`config.mk`:
```
export PLATFORM = sky130hd
export DESIGN_NAME = axis_arb_mux
export DESIGN_NICKNAME = d
export VERILOG_FILES = /design/src/rtl/axis_arb_mux.sv
export SDC_FILE = /design/constraint.sdc
export NUM_CORES = 1
export LEC_CHECK = 0
export BUFFER_PORTS_ARGS = -buffer_cell sky130_fd_sc_hd__buf_2
export CAP_MARGIN = 5
export CORE_ASPECT_RATIO = 1.4
export CORE_UTILIZATION = 35
export CTS_BUF_LIST = sky130_fd_sc_hd__clkbuf_8 sky130_fd_sc_hd__clkbuf_16
export DETAILED_ROUTE_END_ITERATION = 6
export PLACE_DENSITY = 0.7
export SLEW_MARGIN = 0
export SYNTH_ARGS = -nofsm -noshare
export SYNTH_HDL_FRONTEND = slang
export SYNTH_SLANG_ARGS = --single-unit
```
`constraint.sdc`:
```
create_clock -name clk -period 1.8 [get_ports clk]
set_input_delay 0 -clock clk [delete_from_list [all_inputs] [get_ports clk]]
set_output_delay 0 -clock clk [all_outputs]
set_load 0.05 [all_outputs]
```
`src/rtl/axis_arb_mux.sv`:
```
// axis_arb_mux: N-to-1 AXI-Stream multiplexer with packet-aware arbitration.
//
// The source is picked either from an external select (ARB_MODE=0) or by
// round-robin (ARB_MODE=1). The beat is then captured in a registered output
// stage. When packet locking is enabled, the grant is held from a packet's
// first accepted beat until its tlast beat is accepted.
//
// Build option: define AXIS_ARB_MUX_PKT_LOCK_EN to enable packet locking.
// Without it, LOCKED is never entered and arbitration reruns on every beat.
//
// state  | meaning
// -------+------------------------------------------------------------
// IDLE   | no packet in flight; grant recomputed from requests each cycle
// LOCKED | mid-packet; grant held on r_grant until the tlast handshake

module axis_arb_mux #(
    parameter int N_CH     = 4,
    parameter int DATA_W   = 32,
    parameter int ARB_MODE = 1,
    parameter int SEL_W    = $clog2(N_CH)
) (
    input  logic                     clk,
    input  logic                     rst,
    input  logic [SEL_W-1:0]         sel,
    input  logic [N_CH*DATA_W-1:0]   s_tdata,
    input  logic [N_CH-1:0]          s_tvalid,
    input  logic [N_CH-1:0]          s_tlast,
    output logic [N_CH-1:0]          s_tready,
    output logic [DATA_W-1:0]        m_tdata,
    output logic                     m_tvalid,
    output logic                     m_tlast,
    input  logic                     m_tready,
    output logic [N_CH-1:0]          grant,
    output logic                     busy
);

    localparam int PTR_W = $clog2(N_CH);

    typedef enum logic {
        ST_IDLE   = 1'b0,
        ST_LOCKED = 1'b1
    } state_t;

    state_t              r_state;
    state_t              w_state_nxt;

    logic [DATA_W-1:0]   r_m_tdata;
    logic                r_m_tvalid;
    logic                r_m_tlast;
    logic [N_CH-1:0]     r_grant;
    logic [PTR_W-1:0]    r_rr_ptr;

    logic                w_load;
    logic [N_CH-1:0]     w_rr_hi;
    logic [N_CH-1:0]     w_rr_cand;
    logic [N_CH-1:0]     w_rr_grant;
    logic [N_CH-1:0]     w_sel_grant;
    logic [N_CH-1:0]     w_arb_grant;
    logic [N_CH-1:0]     w_cur_grant;
    logic [N_CH-1:0]     w_s_tready;
    logic                w_busy;
    logic [N_CH-1:0]     w_hs_vec;
    logic                w_hs;
    logic [PTR_W-1:0]    w_hs_idx;
    logic [DATA_W-1:0]   w_hs_data;
    logic                w_hs_last;
    logic [PTR_W-1:0]    w_ptr_nxt;

    // The output register can take a new beat when it is empty or draining.
    assign w_load = !r_m_tvalid || m_tready;

    // Round-robin: requests at or above the pointer win first; if none, wrap
    // to the whole request vector. The lowest set bit of the candidate set
    // is then isolated, which gives the upward search with wrap.
    always_comb begin
        w_rr_hi = '0;
        for (int i = 0; i < N_CH; i++) begin
            w_rr_hi[i] = s_tvalid[i] && (PTR_W'(i) >= r_rr_ptr);
        end
    end

    assign w_rr_cand  = (|w_rr_hi) ? w_rr_hi : s_tvalid;
    assign w_rr_grant = w_rr_cand & (~w_rr_cand + N_CH'(1));

    // External select: a select value with no matching channel grants nothing.
    always_comb begin
        w_sel_grant = '0;
        for (int i = 0; i < N_CH; i++) begin
            w_sel_grant[i] = s_tvalid[i] && (sel == SEL_W'(i));
        end
    end

    assign w_arb_grant = (ARB_MODE == 0) ? w_sel_grant : w_rr_grant;

    // FSM state register.
    always_ff @(posedge clk) begin
        if (rst) begin
            r_state <= ST_IDLE;
        end else begin
            r_state <= w_state_nxt;
        end
    end

    // FSM next-state logic: enter LOCKED on a non-last beat, leave on tlast.
    always_comb begin
        w_state_nxt = r_state;
`ifdef AXIS_ARB_MUX_PKT_LOCK_EN
        case (r_state)
            ST_IDLE: begin
                if (w_hs && !w_hs_last) begin
                    w_state_nxt = ST_LOCKED;
                end
            end
            ST_LOCKED: begin
                if (w_hs && w_hs_last) begin
                    w_state_nxt = ST_IDLE;
                end
            end
            default: w_state_nxt = ST_IDLE;
        endcase
`else
        w_state_nxt = ST_IDLE;
`endif
    end

    // FSM outputs: held grant while LOCKED, ready gated by the output stage
    // (this is the deliberate combinational m_tready -> s_tready path).
    always_comb begin
        w_cur_grant = w_arb_grant;
        w_busy      = 1'b0;
        if (r_state == ST_LOCKED) begin
            w_cur_grant = r_grant;
            w_busy      = 1'b1;
        end
        w_s_tready = (rst || !w_load) ? '0 : w_cur_grant;
    end

    // Select data/last/index of the granted channel; the grant is one-hot.
    always_comb begin
        w_hs_vec  = w_s_tready & s_tvalid;
        w_hs_idx  = '0;
        w_hs_data = '0;
        w_hs_last = 1'b0;
        for (int i = 0; i < N_CH; i++) begin
            if (w_cur_grant[i]) begin
                w_hs_idx  = PTR_W'(i);
                w_hs_data = s_tdata[i*DATA_W +: DATA_W];
                w_hs_last = s_tlast[i];
            end
        end
    end

    assign w_hs      = |w_hs_vec;
    assign w_ptr_nxt = (w_hs_idx == PTR_W'(N_CH - 1)) ? '0 : w_hs_idx + PTR_W'(1);

    // Output stage: load on handshake, clear valid when drained with no new beat.
    always_ff @(posedge clk) begin
        if (rst) begin
            r_m_tvalid <= 1'b0;
            r_m_tdata  <= '0;
            r_m_tlast  <= 1'b0;
        end else if (w_load) begin
            r_m_tvalid <= w_hs;
            if (w_hs) begin
                r_m_tdata <= w_hs_data;
                r_m_tlast <= w_hs_last;
            end
        end
    end

    // Grant and round-robin pointer bookkeeping.
    always_ff @(posedge clk) begin
        if (rst) begin
            r_grant  <= '0;
            r_rr_ptr <= '0;
        end else if (w_hs) begin
`ifdef AXIS_ARB_MUX_PKT_LOCK_EN
            // The pointer moves only when a packet completes.
            if (w_hs_last) begin
                r_grant  <= '0;
                r_rr_ptr <= w_ptr_nxt;
            end else begin
                r_grant  <= w_cur_grant;
            end
`else
            // Without locking every beat is its own arbitration round.
            r_grant  <= w_cur_grant;
            r_rr_ptr <= w_ptr_nxt;
`endif
        end
    end

    assign m_tdata  = r_m_tdata;
    assign m_tvalid = r_m_tvalid;
    assign m_tlast  = r_m_tlast;
    assign grant    = r_grant;
    assign s_tready = w_s_tready;
    assign busy     = w_busy;

endmodule

```
==> PnR_summary.wiki, run 1 <==
{| class="wikitable"
! Metric !! Value
|-
| Final Cycle Share || 95.3%
|-
| H-tree depth || 2
|-
| Clk sink count || 40
|-
| Share of the core filled with cells || 58.3%
|-
| Type of the worst min-delay path || in2reg
|-
| Number of top-level design ports || 184
|-
| Final setup violation count || 0
|-
| Wire length reported by the detailed router || 9590 um
|-
| Synth cell types || 37
|-
| Half-perimeter wire length after detailed placement || 6880 um
|-
| Dominant cell by count in the synthesized netlist || sky130_fd_sc_hd__and2_1
|-
| Max transition margin || 65.5%
|-
| Cells on Worst Hold Path || 3
|-
| Routed wirelength normalized by instance count || 15.8 um
|-
| Register-to-register setup slack || 0.09 ns
|-
| Final estimated routing congestion in global placement || 0.839
|-
| Count of state elements after synthesis || 40
|-
| Fraction of final layout cells sized beyond drive strength 1 || 49.1%
|-
| Highest fanout seen on the critical path || 9
|-
| Timing startpoint of the critical path || r_rr_ptr[1]
|-
| Number of inserted diodes || 0
|-
| Top cells by area in the synthesized netlist || sky130_fd_sc_hd__dfxtp_1, sky130_fd_sc_hd__a2111oi_2, sky130_fd_sc_hd__and2_1
|-
| Layout Skew || 0.00688 ns
|-
| Simple-gate portion of the synthesized area || 24.5%
|-
| Cell Area, Synth || 0.00254 mm^2
|-
| Pwr dens || 781 mW/mm^2
|-
| Syn Inst Count || 298
|-
| Final std cells w/o fill || 606
|-
| Die outline width || 73.9 um
|-
| Maximum operating frequency || 583 MHz
|-
| Beginning of the worst register-to-register path || r_rr_ptr[1]
|-
| Post-synth top flop || sky130_fd_sc_hd__dfxtp_1
|-
| Share of synthesized flip-flops with an asynchronous set or reset || 0%
|-
| Fraction of synthesized cell area taken by the top area cell type || 31.6%
|-
| Total clock buffers created by CTS || 5
|-
| WHS Endpoint || m_tdata[14]
|-
| Worst setup EP type || flop
|-
| Nets || 651
|-
| Max_cap viols || 0
|-
| Kind of start point of the critical path || flop
|-
| Critical path data required time || 1.97 ns
|-
| Number of antenna violations at the first check in global routing || 0
|-
| Peak supply drop || 0.385 mV
|-
| Library cell used as clock root buffer || sky130_fd_sc_hd__clkbuf_8
|-
| Fraction of synthesized cell area in xor and xnor cells || 0%
|-
| Number of cell instances on the worst register-to-register path || 6
|-
| Starting utilization of the core area || 36.3%
|-
| Number of violations reported at the end of detailed-routing iteration 0 || 111
|-
| Via-per-instance ratio || 5.17
|-
| Share of synthesized cell area in full adder, half adder and majority cells || 0%
|-
| Core region area || 0.00698 mm^2
|-
| Max-slew violations || 0
|-
| Post-placement setup slack || -0.0689 ns
|-
| Yosys warning total || 0
|-
| Area added between synthesis and finish || 60.4%
|-
| Clock tree from TritonCTS || yes
|-
| Total negative slack for setup checks || 0 ns
|-
| Die Y || 103 um
|-
| Sequential element share of the synthesized area || 31.6%
|-
| Complex-gate fraction of the synthesized area || 37.0%
|-
| FP Rows || 36
|-
| Reported leakage power || 1.88 nW
|-
| Biggest area consumer among synthesized cells || sky130_fd_sc_hd__dfxtp_1
|-
| Count of port buffers added during placement || 180
|-
| Worst-skew pair later-pin latency || 0.29 ns
|-
| Synthesized netlist net count || 439
|-
| Largest net degree at the start of global routing || 31
|-
| Number of nets still failing antenna checks after routing || 0
|-
| Die Outline Area || 0.00760 mm^2
|-
| Average cell area after synthesis || 8.51 um^2
|-
| Residual DRC || 0
|-
| Slew at the pin with the worst max-slew slack || 0.513 ns
|-
| Clock transition at the registers of the reported paths || 0.08 ns
|-
| Worst EP arrival || 1.89 ns
|-
| RSZ-0062 raised after global routing || no
|-
| Smallest hold slack || 0.000919 ns
|-
| Worst Setup Slack, final || 0.0851 ns
|-
| Wire length of the first global-routing pass || 14200 um
|-
| Final Hold Violating Endpoints || 0
|-
| Number of global-route vias before repair || 2982
|-
| Maximum buffer depth of the clock tree || 2
|-
| Run status || completed
|-
| Most instantiated cells after synthesis || sky130_fd_sc_hd__and2_1, sky130_fd_sc_hd__dfxtp_1, sky130_fd_sc_hd__nand2_1, sky130_fd_sc_hd__o21ai_1, sky130_fd_sc_hd__o21ai_0
|-
| Residual overflow from global routing || 0
|-
| Total placed cells including tap cells || 566
|-
| GRT Util Overall || 24.6%
|-
| EDFF count, synth || 0
|-
| Endpoint of the worst-slack reg-to-reg timing path || m_tdata[17]
|-
| Start point of the worst hold path || s_tdata[78]
|-
| Largest family of logic cells by synthesized area || compound AO/OA/AOI/OAI gates
|-
| Min Tclk post-route || 1.71 ns
|-
| Class of the most critical setup path || reg2reg
|-
| Number of iterations in the first detailed-routing pass || 4
|-
| Portion of netlist area occupied by mux cells || 0%
|-
| Number of vias after detailed routing || 3131
|}
## area by class of cell
type / instances / area [um^2]
Clock buffer: 6 / 82.6
Clock inverter: 2 / 7.51
Fill cell: 638 / 2910
Inverter: 2 / 7.51
Multi-Input combinational cell: 231 / 1670
Sequential cell: 40 / 806
Tap cell: 95 / 119
Timing Repair Buffer: 230 / 1380
## worst max path at each step
| stage | end | slack [ns] | cells past startpoint |
|---|---|---|---|
| after floorplan | grant[3] | -0.10 | 7 |
| after global routing | s_tready[3] | 0.0008 | 5 |
| after global placement | m_tdata[2] | 0.02 | 6 |
| final | m_tdata[17] | 0.09 | 6 |
| after CTS | s_tready[3] | 0.0002 | 5 |
| after detailed placement | m_tdata[5] | -0.07 | 6 |
## report_power, final
group          internal (mW)  switching, mW
sequential              1.01         0.0645
clock                  0.302          0.330
combinational          0.568          0.904
## repair_timing
item | in CTS | in global routing
endpoints found under the setup margin | 26 | 24
endpoints found under the hold margin | 20 | 0
gates cloned | 0 | 0
pin swaps | 1 | 2
hold buffers | 27 | 0
setup buffers | 4 | 1
resized for setup | 4 | 12
## layer usage
metal | GRT usage (%) | part of all wire (%) | vias to the layer above
met4 | 10.5 | 3.1 | 0
li1 | - | - | 1505
met2 | 44.3 | 53 | 124
met5 | 0 | 0 | -
met3 | 4.01 | 4.5 | 26
met1 | 28.0 | 39 | 1476
## flip-flops by register name, summed over array words and instances (netlist names)
signal	cells
grant	4
m_tdata	32
r_rr_ptr	2
m_tvalid	1
m_tlast	1
## kinds of logic after synthesis
| logic type | after synthesis |
|---|---|
| AO/OA/AOI/OAI | 116 |
| AND/OR/NAND/NOR | 114 |
| flip-flops | 40 |
| buffers and inverters | 27 |
| other | 1 |
## per-stage QoR
| step | total power [mW] | area (um^2) |
|---|---|---|
| 3_3_place_gp | 2.42 | 3580 |
| 3_5_place_dp | 2.45 | 3580 |
| 5_1_grt | 3.33 | 4070 |
| 2_1_floorplan | 2.03 | 2540 |
| 4_1_cts | 3.14 | 3990 |
| 6_report | 3.18 | 4070 |
## placed cells by master (no fill, tap or decap), types with 2 or more instances in the layout
master / synthesis / routed
sky130_fd_sc_hd__buf_2: 7 / 178
sky130_fd_sc_hd__and2_1: 58 / 58
sky130_fd_sc_hd__dfxtp_1: 40 / 38
sky130_fd_sc_hd__o21ai_1: 31 / 31
sky130_fd_sc_hd__nand2_1: 31 / 31
sky130_fd_sc_hd__o21ai_0: 30 / 30
sky130_fd_sc_hd__dlygate4sd3_1: 0 / 27
sky130_fd_sc_hd__a2111oi_2: 27 / 23
sky130_fd_sc_hd__buf_4: 2 / 21
sky130_fd_sc_hd__nor2_1: 8 / 7
sky130_fd_sc_hd__clkbuf_8: 0 / 6
sky130_fd_sc_hd__nor2b_1: 6 / 5
sky130_fd_sc_hd__a221oi_1: 5 / 5
sky130_fd_sc_hd__a2111oi_4: 0 / 4
sky130_fd_sc_hd__a21o_1: 4 / 4
sky130_fd_sc_hd__inv_1: 1 / 3
sky130_fd_sc_hd__a2111oi_0: 3 / 3
sky130_fd_sc_hd__a32oi_1: 3 / 3
sky130_fd_sc_hd__o31ai_1: 3 / 3
sky130_fd_sc_hd__a21oi_2: 1 / 2
sky130_fd_sc_hd__or3_1: 2 / 2
sky130_fd_sc_hd__nor3_1: 3 / 2
sky130_fd_sc_hd__buf_12: 0 / 2
sky130_fd_sc_hd__buf_6: 7 / 2
## worst max-delay path, stage by stage (launching register included)
cell	delay, ns
sky130_fd_sc_hd__dfxtp_4	0.40
sky130_fd_sc_hd__o21ai_1	0.08
sky130_fd_sc_hd__a32o_2	0.33
sky130_fd_sc_hd__buf_4	0.17
sky130_fd_sc_hd__and2_1	0.16
sky130_fd_sc_hd__a2111oi_2	0.33
sky130_fd_sc_hd__o21ai_1	0.12
(Power assumes the default switching activity.)
==> run 2: changes to the inputs <==
- PLACE_DENSITY: 0.7 -> 0.72
- clock period: 1.8 -> 1.44 ns (I/O delays scaled with it)
==> PnR_summary.wiki, run 2 (synthesis gave the netlist of run 1 again) <==
{| class="wikitable"
! Metric !! Value
|-
| Clk sink count || 40
|-
| Worst EP arrival || 1.89 ns
|-
| Highest fanout seen on the critical path || 15
|-
| Failing checks || negative hold slack, negative setup slack
|-
| Critical path data required time || 1.62 ns
|-
| Total clock buffers created by CTS || 5
|-
| Count of port buffers added during placement || 180
|-
| Die outline width || 73.9 um
|-
| Switching power || 1.85 mW
|-
| Power Total || 4.59 mW
|-
| Share of the core filled with cells || 75.3%
|-
| RSZ-0062 raised after global routing || yes
|-
| Number of global-route vias before repair || 3470
|-
| Gate power share || 53.4%
|-
| Kind of start point of the critical path || flop
|-
| Number of iterations in the first detailed-routing pass || 4
|-
| Routed wirelength normalized by instance count || 16.6 um
|-
| Max_cap viols || 0
|-
| Post-placement setup slack || -0.221 ns
|-
| Pwr dens || 872 mW/mm^2
|-
| Beginning of the worst register-to-register path || r_rr_ptr[1]
|-
| Wire length of the first global-routing pass || 15900 um
|-
| Wire length reported by the detailed router || 10900 um
|-
| FILL cells || 442
|-
| Residual overflow from global routing || 0
|-
| GRT Util Overall || 27.4%
|-
| Number of violations reported at the end of detailed-routing iteration 0 || 125
|-
| Number of vias after detailed routing || 3399
|-
| Worst-skew pair later-pin latency || 0.30 ns
|-
| Run status || finished with violations
|-
| Library cell used as clock root buffer || sky130_fd_sc_hd__clkbuf_8
|-
| Number of inserted diodes || 0
|-
| Internal power component || 2.74 mW
|-
| Die Y || 103 um
|-
| Layout Skew || 0.00428 ns
|-
| Cells on Worst Hold Path || 3
|-
| Min Tclk post-route || 1.70 ns
|-
| Multi-input gate area in the final layout || 0.00221 mm^2
|-
| Final setup violation count || 40
|-
| Register-to-register setup slack || -0.26 ns
|-
| Clock transition at the registers of the reported paths || 0.08 ns
|-
| Half-perimeter wire length after detailed placement || 6650 um
|-
| Worst setup EP type || flop
|-
| Endpoint of the worst-slack reg-to-reg timing path || m_tdata[1]
|-
| Slowest stage cell, crit path || sky130_fd_sc_hd__dfxtp_2
|-
| Part of the power in registers || 29.4%
|-
| Starting utilization of the core area || 36.3%
|-
| Commonest non-fill, non-tap cells in the layout || sky130_fd_sc_hd__buf_2, sky130_fd_sc_hd__dlygate4sd3_1, sky130_fd_sc_hd__o21ai_1, sky130_fd_sc_hd__and2_4, sky130_fd_sc_hd__dfxtp_1
|-
| Type of the worst min-delay path || in2reg
|-
| Start point of the worst hold path || s_tdata[109]
|-
| Area added between synthesis and finish || 107%
|-
| Via-per-instance ratio || 5.19
|-
| Number of nets still failing antenna checks after routing || 0
|-
| Final estimated routing congestion in global placement || 0.785
|-
| Final Cycle Share || 118%
|-
| Smallest hold slack || -0.00811 ns
|-
| FF+latch area || 810 um^2
|-
| WHS Endpoint || m_tdata[13]
|-
| Maximum buffer depth of the clock tree || 2
|-
| Nets || 700
|-
| Stage delay of the slowest cell on the critical path || 0.36 ns
|-
| Final Hold Violating Endpoints || 1
|-
| Max FFs per register || 32
|-
| Clock tree from TritonCTS || yes
|-
| Fraction of final layout cells sized beyond drive strength 1 || 60.4%
|-
| Most common library cell in the layout ignoring fill and taps || sky130_fd_sc_hd__buf_2
|-
| H-tree depth || 2
|-
| Sw Share || 40.3%
|-
| Cells traversed along the worst timing path || buf_4 -> a21oi_1 -> o211a_4 -> buf_12 -> and2_4 -> a2111oi_4 -> o21ai_1
|-
| Residual DRC || 0
|-
| Reported leakage power || 2.33 nW
|-
| Peak supply drop || 0.544 mV
|-
| Max-slew violations || 0
|-
| Number of cell instances on the worst register-to-register path || 7
|-
| Number of antenna violations at the first check in global routing || 0
|-
| Maximum operating frequency || 587 MHz
|-
| Worst Setup Slack, final || -0.264 ns
|-
| Number of top-level design ports || 184
|-
| FP Rows || 36
|-
| Largest net degree at the start of global routing || 31
|-
| Die Outline Area || 0.00760 mm^2
|-
| Clock Power Share || 17.2%
|-
| Class of the most critical setup path || reg2reg
|-
| Core region area || 0.00698 mm^2
|}
run 2: cell type report:
type                    instances  area share, %
clock buffers                   6           1.57
clock inverters                 2          0.143
inverters                       2          0.143
multi-input cells             233           42.1
flip-flops and latches         40           15.4
well taps                      95           2.26
repair buffers                277           38.4
run 2: critical path: cells and delay by family (launching register included):
| family | cells | cell delay, ns |
|---|---|---|
| AND/OR/NAND/NOR | 1 | 0.14 |
| buffers and inverters | 2 | 0.27 |
| flip-flops | 1 | 0.36 |
| AO/OA/AOI/OAI | 4 | 0.82 |
run 2: worst max path at each step:
stage | startpoint | endpoint | slack, ns | cells after the start
after CTS | r_rr_ptr[1] | s_tready[3] | -0.23 | 7
after global routing | r_rr_ptr[1] | m_tdata[1] | -0.31 | 7
after global placement | r_rr_ptr[1] | m_tdata[29] | -0.19 | 5
after detailed placement | r_rr_ptr[1] | m_tdata[29] | -0.22 | 5
final | r_rr_ptr[1] | m_tdata[1] | -0.26 | 7
after floorplan | r_rr_ptr[1] | grant[3] | -0.16 | 7
run 2: timing repair:
item,in CTS,in global routing
setup endpoints to repair,40,40
buffers inserted,11,3
gates resized for setup,56,30
cloned,4,2
pin swaps,8,32
hold buffers,50,1
endpoints found under the hold margin,30,1
run 2: through the flow:
stage | hold slack (ns) | instances | instance area [um^2] | setup TNS (ns)
final | -0.00811 | 655 | 5260 | -7.33
after global routing | 0.0136 | 655 | 5260 | -9.87
after CTS | 0.000747 | 649 | 5060 | -6.27
after detailed placement | 0.248 | 576 | 4190 | -6.10
after global placement | 0.243 | 576 | 4190 | -4.90
after floorplan | 0.159 | 298 | 3010 | -2.05
run 2: metal layers:
layer / track usage [%] / up-vias / part of all wire (%)
li1: - / 1612 / -
met1: 28.5 / 1622 / 37
met2: 52.9 / 144 / 56
met3: 4.69 / 21 / 4.7
met4: 11.1 / 0 / 2.2
met5: 0 / - / 0
run 2: power groups by stage:
stage	registers (mW)	clock network (mW)	logic, mW
CTS	1.34	0.805	2.31
global placement	1.36	0	2.03
detailed placement	1.37	0	2.06
floorplan	1.86	0	0.944
finish	1.35	0.790	2.45
global route	1.36	0.854	2.59
==> run 3: changes to the inputs <==
- CORE_UTILIZATION: 35 -> 37
- HOLD_SLACK_MARGIN: not set -> 0.08
- PLACE_DENSITY: 0.72 -> 0.76
==> PnR_summary.wiki, run 3 (synthesis gave the netlist of run 1 again) <==
{| class="wikitable"
! Metric !! Value
|-
| Nets || 718
|-
| Placement Cell Area || 0.00414 mm^2
|-
| Peak supply drop || 0.608 mV
|-
| Worst-skew pair later-pin latency || 0.29 ns
|-
| FP Rows || 35
|-
| FILL cells || 347
|-
| Area added between synthesis and finish || 120%
|-
| Worst EP arrival || 1.86 ns
|-
| Clock transition at the registers of the reported paths || 0.08 ns
|-
| Die outline width || 72.0 um
|-
| Fraction of final layout cells sized beyond drive strength 1 || 63.3%
|-
| Number of antenna violations at the first check in global routing || 0
|-
| Total negative slack for setup checks || -5.28 ns
|-
| Residual DRC || 0
|-
| Final design instance area without fill || 0.00558 mm^2
|-
| Type of the worst min-delay path || in2reg
|-
| Class of the most critical setup path || reg2reg
|-
| Max FFs per register || 32
|-
| Number of iterations in the first detailed-routing pass || 5
|-
| Highest fanout seen on the critical path || 6
|-
| Routed wirelength normalized by instance count || 18.4 um
|-
| Run status || finished with violations
|-
| Number of inserted diodes || 0
|-
| H-tree depth || 2
|-
| Wire length reported by the detailed router || 12300 um
|-
| Number of violations reported at the end of detailed-routing iteration 0 || 185
|-
| Pwr dens || 881 mW/mm^2
|-
| Final Cycle Share || 117%
|-
| Internal power component || 2.98 mW
|-
| Min Tclk post-route || 1.69 ns
|-
| Part of the power in registers || 27.5%
|-
| Gate power share || 52.7%
|-
| Wire length of the first global-routing pass || 17400 um
|-
| Maximum buffer depth of the clock tree || 2
|-
| Via-per-instance ratio || 5.37
|-
| Largest net degree at the start of global routing || 31
|-
| Count of port buffers added during placement || 180
|-
| Starting utilization of the core area || 38.4%
|-
| Cells traversed along the worst timing path || buf_6 -> o22ai_4 -> o2bb2ai_4 -> buf_12 -> buf_8 -> nand2_1 -> a2111oi_2
|-
| Library cell used as clock root buffer || sky130_fd_sc_hd__clkbuf_8
|-
| Power Total || 4.91 mW
|-
| Commonest non-fill, non-tap cells in the layout || sky130_fd_sc_hd__buf_2, sky130_fd_sc_hd__dlygate4sd3_1, sky130_fd_sc_hd__and2_4, sky130_fd_sc_hd__dfxtp_1, sky130_fd_sc_hd__nand2_1
|-
| Slowest stage cell, crit path || sky130_fd_sc_hd__dfxtp_4
|-
| Max-slew violations || 0
|-
| Die Outline Area || 0.00719 mm^2
|-
| Stage delay of the slowest cell on the critical path || 0.38 ns
|-
| Final setup violation count || 39
|-
| Max_cap viols || 0
|-
| RSZ-0062 raised after global routing || yes
|-
| Sw Share || 39.4%
|-
| Worst Setup Slack, final || -0.246 ns
|-
| Switching power || 1.94 mW
|-
| Failing checks || negative setup slack
|-
| Number of top-level design ports || 184
|-
| Critical path data required time || 1.62 ns
|-
| Number of nets still failing antenna checks after routing || 0
|-
| Layout Skew || 0.00203 ns
|-
| Number of vias after detailed routing || 3600
|-
| Final estimated routing congestion in global placement || 0.809
|-
| GRT Util Overall || 31.0%
|-
| Clock tree from TritonCTS || yes
|-
| Total clock buffers created by CTS || 5
|-
| Maximum operating frequency || 593 MHz
|-
| Clk sink count || 40
|-
| Residual overflow from global routing || 0
|-
| Final Hold Violating Endpoints || 0
|-
| Reported leakage power || 2.46 nW
|-
| Half-perimeter wire length after detailed placement || 6650 um
|-
| Core region area || 0.00661 mm^2
|-
| Post-placement setup slack || -0.184 ns
|-
| Number of global-route vias before repair || 3769
|-
| Clock Power Share || 19.8%
|-
| Die Y || 100 um
|-
| Most common library cell in the layout ignoring fill and taps || sky130_fd_sc_hd__buf_2
|-
| Kind of start point of the critical path || flop
|-
| Worst setup EP type || flop
|}
## run 3: path summary, 6_finish.rpt
check              startpoint     endpoint  slack [ns]  depth (start not counted)
setup / recovery  r_rr_ptr[1]  m_tdata[24]       -0.25                          7
hold / removal    s_tdata[11]  m_tdata[11]        0.08                          4
setup reg to reg  r_rr_ptr[1]  m_tdata[24]       -0.25                          7
hold reg to reg   m_tdata[21]  m_tdata[21]        0.45                          2
## run 3: metal layers
layer	part of all wire [%]	wire length [um]	up-vias	GRT usage [%]
li1	-	-	1648	-
met1	35	4300	1696	31.0
met2	55	6810	202	59.7
met3	5.3	649	54	5.52
met4	4.4	542	0	15.7
met5	0	0	-	0
## run 3: timing repair
action	4_1_cts	5_1_grt
pin swaps	24	22
cloned	3	2
endpoints found under the hold margin	36	1
setup endpoints to repair	38	41
gates resized for setup	100	34
buffers inserted	13	7
hold buffers	66	2
## run 3: area by class of cell
class	instances	area [um^2]	share of cell area, %
Clock buffer	8	121	2.18
Inverter	2	7.51	0.135
Multi-Input combinational cell	231	2310	41.4
Sequential cell	40	810	14.5
Tap cell	92	115	2.06
Timing Repair Buffer	297	2210	39.7
## run 3: through the flow
stage / hold WS [ns] / util, % / instances
6_report: 0.0806 / 84.3 / 670
4_1_cts: 0.0576 / 81.7 / 661
3_3_place_gp: 0.244 / 62.6 / 571
3_5_place_dp: 0.253 / 62.6 / 571
5_1_grt: 0.0948 / 84.3 / 670
2_1_floorplan: 0.159 / - / 298
## run 3: power by group through the flow
stage	Combinational, mW	Clock [mW]	Sequential [mW]
4_1_cts	2.44	0.992	1.34
3_5_place_dp	2.01	0	1.37
2_1_floorplan	0.944	0	1.86
5_1_grt	2.72	1.03	1.36
3_3_place_gp	1.99	0	1.36
6_report	2.59	0.971	1.35
## run 3: worst max-delay path, delay by kind of cell, from the launching register on
family	cells	cell delay [ns]
AO/OA/AOI/OAI	3	0.72
buffers and inverters	3	0.40
flip-flops	1	0.38
AND/OR/NAND/NOR	1	0.08
